[config.mk]
export PLATFORM = sky130hd
export DESIGN_NAME = reg_file_sb_flat
export DESIGN_NICKNAME = d
export VERILOG_FILES = /design/src/rtl/reg_file_sb_if.sv /design/src/rtl/reg_file_sb.sv /design/src/flat_wrapper.sv
export SDC_FILE = /design/constraint.sdc
export NUM_CORES = 1
export LEC_CHECK = 0
export ABC_AREA = 1
export CAP_MARGIN = 30
export CORE_MARGIN = 4
export CORE_UTILIZATION = 50
export CTS_CLUSTER_SIZE = 24
export DETAILED_ROUTE_END_ITERATION = 8
export PLACE_DENSITY = 0.73
export SYNTH_ARGS = -nofsm -noshare
export SYNTH_HDL_FRONTEND = slang
export SYNTH_SLANG_ARGS = --single-unit
[constraint.sdc]
create_clock -name clk -period 1.6 [get_ports clk]
set_clock_uncertainty 0.15 [all_clocks]
set_input_delay 0.48 -clock clk [delete_from_list [all_inputs] [get_ports clk]]
set_output_delay 0.48 -clock clk [all_outputs]
set_load 0.05 [all_outputs]
[src/rtl/reg_file_sb_if.sv]
// Decode/writeback bus for reg_file_sb: read, reserve and write requests plus
// registered read data, pending flags and the one-hot write strobe.
interface reg_file_sb_if #(
  parameter int unsigned WIDTH = 16,
  parameter int unsigned DEPTH = 4
);
  localparam int unsigned AW = $clog2(DEPTH);

  logic [AW-1:0]    rn_1;
  logic [AW-1:0]    rn_2;
  logic [AW-1:0]    wn;
  logic             w;
  logic [WIDTH-1:0] wd;
  logic             rsv;
  logic [AW-1:0]    rsv_n;
  logic [WIDTH-1:0] rd_1;
  logic [WIDTH-1:0] rd_2;
  logic             busy_1;
  logic             busy_2;
  logic [DEPTH-1:0] store;

  modport master (
    output rn_1, rn_2, wn, w, wd, rsv, rsv_n,
    input  rd_1, rd_2, busy_1, busy_2, store
  );

  modport slave (
    input  rn_1, rn_2, wn, w, wd, rsv, rsv_n,
    output rd_1, rd_2, busy_1, busy_2, store
  );
endinterface

[src/rtl/reg_file_sb.sv]
// DEPTH x WIDTH register file, two registered read ports, one write port and a
// per-register pending scoreboard. Define REG_BYPASS_EN for write-first reads.
module reg_file_sb #(
  parameter int unsigned WIDTH = 16,
  parameter int unsigned DEPTH = 4
) (
  input logic         clk,
  input logic         rst,
  reg_file_sb_if.slave bus
);
  localparam int unsigned AW = $clog2(DEPTH);

  logic [DEPTH-1:0][WIDTH-1:0] mem_q, mem_d;
  logic [DEPTH-1:0]            sb_q, sb_d;
  logic [WIDTH-1:0]            rd_1_q, rd_1_d;
  logic [WIDTH-1:0]            rd_2_q, rd_2_d;
  logic                        busy_1_q, busy_1_d;
  logic                        busy_2_q, busy_2_d;
  logic [DEPTH-1:0]            store_c;

  // Reserve is applied after the write clear so a same-address reserve wins.
  always_comb begin
    mem_d = mem_q;
    sb_d  = sb_q;
    if (bus.w) begin
      mem_d[bus.wn] = bus.wd;
      sb_d[bus.wn]  = 1'b0;
    end
    if (bus.rsv) begin
      sb_d[bus.rsv_n] = 1'b1;
    end
  end

  always_comb begin
`ifdef REG_BYPASS_EN
    rd_1_d   = (bus.w && (bus.wn == bus.rn_1)) ? bus.wd : mem_q[bus.rn_1];
    rd_2_d   = (bus.w && (bus.wn == bus.rn_2)) ? bus.wd : mem_q[bus.rn_2];
    busy_1_d = sb_d[bus.rn_1];
    busy_2_d = sb_d[bus.rn_2];
`else
    rd_1_d   = mem_q[bus.rn_1];
    rd_2_d   = mem_q[bus.rn_2];
    busy_1_d = sb_q[bus.rn_1];
    busy_2_d = sb_q[bus.rn_2];
`endif
  end

  always_comb begin
    store_c = '0;
    for (int unsigned i = 0; i < DEPTH; i++) begin
      store_c[i] = bus.w && (bus.wn == AW'(i));
    end
  end

  always_ff @(posedge clk) begin
    if (!rst) begin
      mem_q    <= '0;
      sb_q     <= '0;
      rd_1_q   <= '0;
      rd_2_q   <= '0;
      busy_1_q <= 1'b0;
      busy_2_q <= 1'b0;
    end else begin
      mem_q    <= mem_d;
      sb_q     <= sb_d;
      rd_1_q   <= rd_1_d;
      rd_2_q   <= rd_2_d;
      busy_1_q <= busy_1_d;
      busy_2_q <= busy_2_d;
    end
  end

  assign bus.rd_1   = rd_1_q;
  assign bus.rd_2   = rd_2_q;
  assign bus.busy_1 = busy_1_q;
  assign bus.busy_2 = busy_2_q;
  assign bus.store  = store_c;
endmodule
[src/flat_wrapper.sv]
// flat-port wrapper written by rule: the top's interface ports become plain ports
module reg_file_sb_flat 
#(
  parameter int unsigned WIDTH = 16,
  parameter int unsigned DEPTH = 4
)
  (clk, rst, bus_rn_1, bus_rn_2, bus_wn, bus_w, bus_wd, bus_rsv, bus_rsv_n, bus_rd_1, bus_rd_2, bus_busy_1, bus_busy_2, bus_store);
  reg_file_sb_if #(.WIDTH(WIDTH), .DEPTH(DEPTH)) bus_i ();
  input logic clk;
  input logic rst;
  input wire logic [$bits(bus_i.rn_1)-1:0] bus_rn_1;
  input wire logic [$bits(bus_i.rn_2)-1:0] bus_rn_2;
  input wire logic [$bits(bus_i.wn)-1:0] bus_wn;
  input wire logic [$bits(bus_i.w)-1:0] bus_w;
  input wire logic [$bits(bus_i.wd)-1:0] bus_wd;
  input wire logic [$bits(bus_i.rsv)-1:0] bus_rsv;
  input wire logic [$bits(bus_i.rsv_n)-1:0] bus_rsv_n;
  output wire logic [$bits(bus_i.rd_1)-1:0] bus_rd_1;
  output wire logic [$bits(bus_i.rd_2)-1:0] bus_rd_2;
  output wire logic [$bits(bus_i.busy_1)-1:0] bus_busy_1;
  output wire logic [$bits(bus_i.busy_2)-1:0] bus_busy_2;
  output wire logic [$bits(bus_i.store)-1:0] bus_store;
  assign bus_i.rn_1 = bus_rn_1;
  assign bus_i.rn_2 = bus_rn_2;
  assign bus_i.wn = bus_wn;
  assign bus_i.w = bus_w;
  assign bus_i.wd = bus_wd;
  assign bus_i.rsv = bus_rsv;
  assign bus_i.rsv_n = bus_rsv_n;
  assign bus_rd_1 = bus_i.rd_1;
  assign bus_rd_2 = bus_i.rd_2;
  assign bus_busy_1 = bus_i.busy_1;
  assign bus_busy_2 = bus_i.busy_2;
  assign bus_store = bus_i.store;
  reg_file_sb #(.WIDTH(WIDTH), .DEPTH(DEPTH)) u_core (.clk(clk), .rst(rst), .bus(bus_i));
endmodule
* Word-level counts from Yosys, hierarchy flattened
Index checks and enable logic that the tools add are counted.
** Word-level totals
- Bits in registers :: 102
- Input bits :: 28
- Output and inout bits :: 38
- Word-level logic and storage cells :: 45
** Operators by class
- $lt $le $gt $ge :: 6
- Equality and inequality tests :: 3
- Muxes and demuxes :: 17
- Bitwise gates (word level) :: 3
- Reduce and logical (&&, ||, !) cells :: 7
** Operators with widths (count)
- $bmux 16 s2 :: 2
- $bwmux 64 :: 1
- $mux 16 :: 3
- $demux 16 s2 :: 1
- $lt 2x3->1 const B :: 4
- $mux 4 :: 2
- $logic_and 1x1->1 :: 6
- $and 4x4->4 :: 1
- $bmux 1 s2 :: 2
- $demux 1 s2 :: 2
- $eq 2x2->1 const B :: 2
- $ge 2x1->1 const B :: 2
- $mux 1 :: 4
- $not 4->4 :: 1
- $or 4x4->4 :: 1
- $eq 2x1->1 const B :: 1
- $logic_not 2->1 :: 1

* Logic depth before layout (Yosys ltp)
- Depth in word-level cells :: 9
- Depth in mapped cells :: 6
- Depth with buffers taken out :: 5

* Worst setup path after synthesis
Ideal clock, no wire load.
- Kind :: input to output
- From :: in bus_wn[1]
- To :: out bus_store[0]
- Data arrival time :: 1.038 ns
- Data required time :: 0.970 ns
- Path slack :: -0.068 ns
- Cell stages on the path :: 4
- Path buffers :: 1
- Path through :: inv_1 -> nand3_4 -> inv_2 -> buf_6
** On the way
- Cells in the longest elaborated chain, start to end :: 2
** RTL lines
- start: declaration :: RTL line flat_wrapper.sv:13 : input wire logic [$bits(bus_i.wn)-1:0] bus_wn;
- $logic_not 2->1 :: RTL line reg_file_sb.sv:51 : store_c[i] = bus.w && (bus.wn == AW'(i));
- $logic_and 1x1->1 :: RTL line reg_file_sb.sv:51
- end: declaration :: RTL line flat_wrapper.sv:22 : output wire logic [$bits(bus_i.store)-1:0] bus_store;
No other way between the ends.

* Worst setup path after layout
- From :: in bus_w
- To :: out bus_store[1]
** On the way
- Cells in the longest elaborated chain, start to end :: 1
** RTL lines
- start: declaration :: RTL line flat_wrapper.sv:14 : input wire logic [$bits(bus_i.w)-1:0] bus_w;
- $logic_and 1x1->1 :: RTL line reg_file_sb.sv:51
No other way between the ends.

==> impl_metrics.py <==
metrics = {
    "global_routing": {
        "grt_overflow": 0,
        "antenna_found_initial": 0,
        "grt_pass1_vias": 4424,
        "grtUsageTotal_pct": 25.88,
        "grt_pass1_wl_um": 21200,
        "grt_max_degree": 65,
    },
    "synth": {
        "synthDistinctLibCells": 23,
        "yosys_warnings": 0,
        "synth.net_count": 698,
        "synth.top_cell.area_share_pct": 45.05,
        "synth.ff_latch_count": 102,
        "async_flop_share_pct": 0,
        "ys.flop_type": "dfxtp_1",
        "synth.area.top_cells": "dfxtp_1 (45%), nand2_1 (12%), nor2_1 (11%)",
        "synth_most_common_cell": "nand2_1",
        "syn_area_per_cell_um2": 6.766,
        "synth_edf_count": 0,
        "ys_seq_area_share_pct": 45.05,
        "synth_area_um2": 4533,
        "syn_inst": 670,
        "ys_top_cells_by_count": "nand2_1 (140), nor2_1 (127), dfxtp_1 (102), inv_1 (72), nand3_1 (72)",
        "yosys.area.top_type": "dfxtp_1",
    },
    "setup_path": {
        "startpoint_type": "primary input",
        "cp.arrival_ps": 1030,
        "crit_type": "in -> out",
        "worstSetupEndpointType": "output pin",
        "reg2regPathDepth": 4,
        "r2r_start": "u_core.mem_q[54]",
        "r2r-end": "u_core.bus.rd_2[6]",
        "crit_fanout": 2,
        "required_ps": 970,
        "reg2reg_slack_ps": 560,
    },
    "clock_tree": {
        "cts-hold-fix-buffers": 0,
        "clkSinkCount": 102,
        "cts.path.max_buffers": 2,
        "cts-htree-levels": 3,
        "cts_made_buffers": 9,
        "clk_latency_ps": 370,
        "cts.clk_slew.worst_paths_ps": 90,
        "cts_root_buffer": "clkbuf_8",
        "cts_tree": "yes",
    },
    "drt": {
        "highest_layer": "met4",
        "viasPerCell": 5.425,
        "drt-total-wl_um": 13490,
        "drt_iter0_drc": 369,
        "wl_per_cell_um": 15.63,
        "wl_met3_um": 1182,
        "drtPass1Iterations": 5,
        "met1Wirelength_um": 5529,
        "wl_met2_um": 6545,
        "via_count": 4682,
        "ant_nets": 0,
        "drc": 0,
    },
    "timing": {
        "hold_viol_final": 0,
        "setup_viol": 4,
        "fmax_ghz": 0.6018,
        "max_slew.worst_pin.slew_ps": 294.4,
        "setup_slack_ps": -61.75,
        "slew_viol_final": 0,
        "fin_crit_sh_pct": 103.9,
        "rsz0062_at_grt": "yes",
        "relSlewSlack_pct": 80.37,
        "period_needed_ps": 1662,
    },
    "layout": {
        "final_cells": 863,
        "regArea_um2": 2042,
        "fin_nets": 778,
        "n_antenna_cell": 0,
        "drive_above_1_share_pct": 15.76,
        "multi_input_area_um2": 2002,
        "final_core_util_pct": 70.89,
        "areaGrowthSynthToFinish_pct": 37.04,
        "fill_cells": 685,
    },
    "floorplan": {
        "die_w_um": 103.2,
        "initial_core_util_pct": 51.73,
        "ios": 66,
        "core_um2": 8763,
        "dieArea_um2": 10650,
        "rows": 34,
        "die_h_um": 103.2,
    },
    "run_status": {
        "failed_checks": "negative setup slack",
        "outcome": "complete, but fails checks",
    },
    "min_path": {
        "hold_path_depth": 2,
        "hp-start": "u_core.sb_q[1]",
        "hp-class": "reg -> reg",
        "whs_endpoint": "u_core.sb_q[1]",
    },
    "placement": {
        "dp.cells": 844,
        "dp_hpwl_um": 8990,
        "routabilityCongestion": 0.9078,
        "place.port_buffers": 65,
    },
    "power": {
        "vdd_ir_drop_max_uv": 544.3,
        "cellLeakagePower_nw": 2.788,
        "p_per_area_nw_per_um2": 944.0,
    },
    "job": {
        "cap_violations": 0,
    },
}
[cell type report]
type,instances,area share (%)
clock buffers,9,1.994
clock inverters,7,1.672
inverters,80,5.096
multi-input cells,449,32.23
flip-flops and latches,102,32.87
well taps,108,2.175
repair buffers,108,23.97
[per-layer routing]
metal / GRT usage, % / vias up
met5: 0 / -
met4: 11.95 / 0
met1: 32.52 / 2165
met2: 43.32 / 256
li1: - / 2239
met3: 4.561 / 22
[flip-flops by register name (all words and copies together), names as in the netlist]
register / flops
u_core.bus.busy_1: 1
u_core.bus.busy_2: 1
u_core.bus.rd_1: 16
u_core.bus.rd_2: 16
u_core.mem_q: 64
u_core.sb_q: 4
[cell usage in the layout (no fill, tap or decap), drive strengths merged]
cell type,netlist,routed
nand3,74,74
dfxtp,102,102
inv,75,78
clkbuf,19,9
o21ai,64,64
clkdlybuf4s50,0,24
a21oi,38,38
clkinvlp,0,3
bufinv,0,2
clkinv,5,4
buf,20,84
nor2,130,130
nand2,143,143
[worst max-delay path by stage]
| stage | from | to | slack [ps] |
|---|---|---|---|
| 4_1_cts | bus_wn[1] | bus_store[1] | -70 |
| 2_1_floorplan | bus_wn[0] | bus_store[0] | 20 |
| 5_1_grt | bus_w | bus_store[1] | -70 |
| 6_report | bus_w | bus_store[1] | -60 |
| 3_3_place_gp | bus_wn[1] | bus_store[2] | -590 |
| 3_5_place_dp | bus_wn[1] | bus_store[2] | -600 |
[through the flow]
stage / setup TNS, ps / setup slack (ps) / hold slack (ps) / area (um^2) / power [mW]
floorplan: 0 / 22.59 / 288.9 / 4561 / 3.460
global placement: -40520 / -594.2 / 299.5 / 5884 / 3.994
detailed placement: -42980 / -596.5 / 300.1 / 5884 / 4.032
CTS: -172.4 / -68.78 / 314.5 / 6155 / 5.852
global route: -228.0 / -74.77 / 343.3 / 6212 / 6.091
finish: -127.0 / -61.75 / 313.9 / 6212 / 5.864
[critical path, stage by stage]
cell	delay, ps
buf_12	110
buf_8	120
nand3_4	100
clkinv_4	70
buf_12	150
[cells by family after synthesis]
logic type / Yosys count / share of synthesized area, %
AND/OR/NAND/NOR: 347 / 32.29
buffers and inverters: 119 / 11.40
flip-flops: 102 / 45.05
AO/OA/AOI/OAI: 102 / 11.26
[where the power goes]
part / leakage [nW] / internal (mW) / switching [mW]
clock network: 0.108 / 0.903 / 0.940
logic: 1.84 / 0.543 / 0.710
registers: 0.836 / 2.68 / 0.0879
[repair_timing]
| item | 4_1_cts | 5_1_grt |
|---|---|---|
| cloned | 0 | 0 |
| setup endpoints to repair | 71 | 11 |
| setup buffers | 1 | 2 |
| pin swaps | 3 | 2 |
| gates resized for setup | 25 | 9 |
Power figures use the tool's default switching activity.
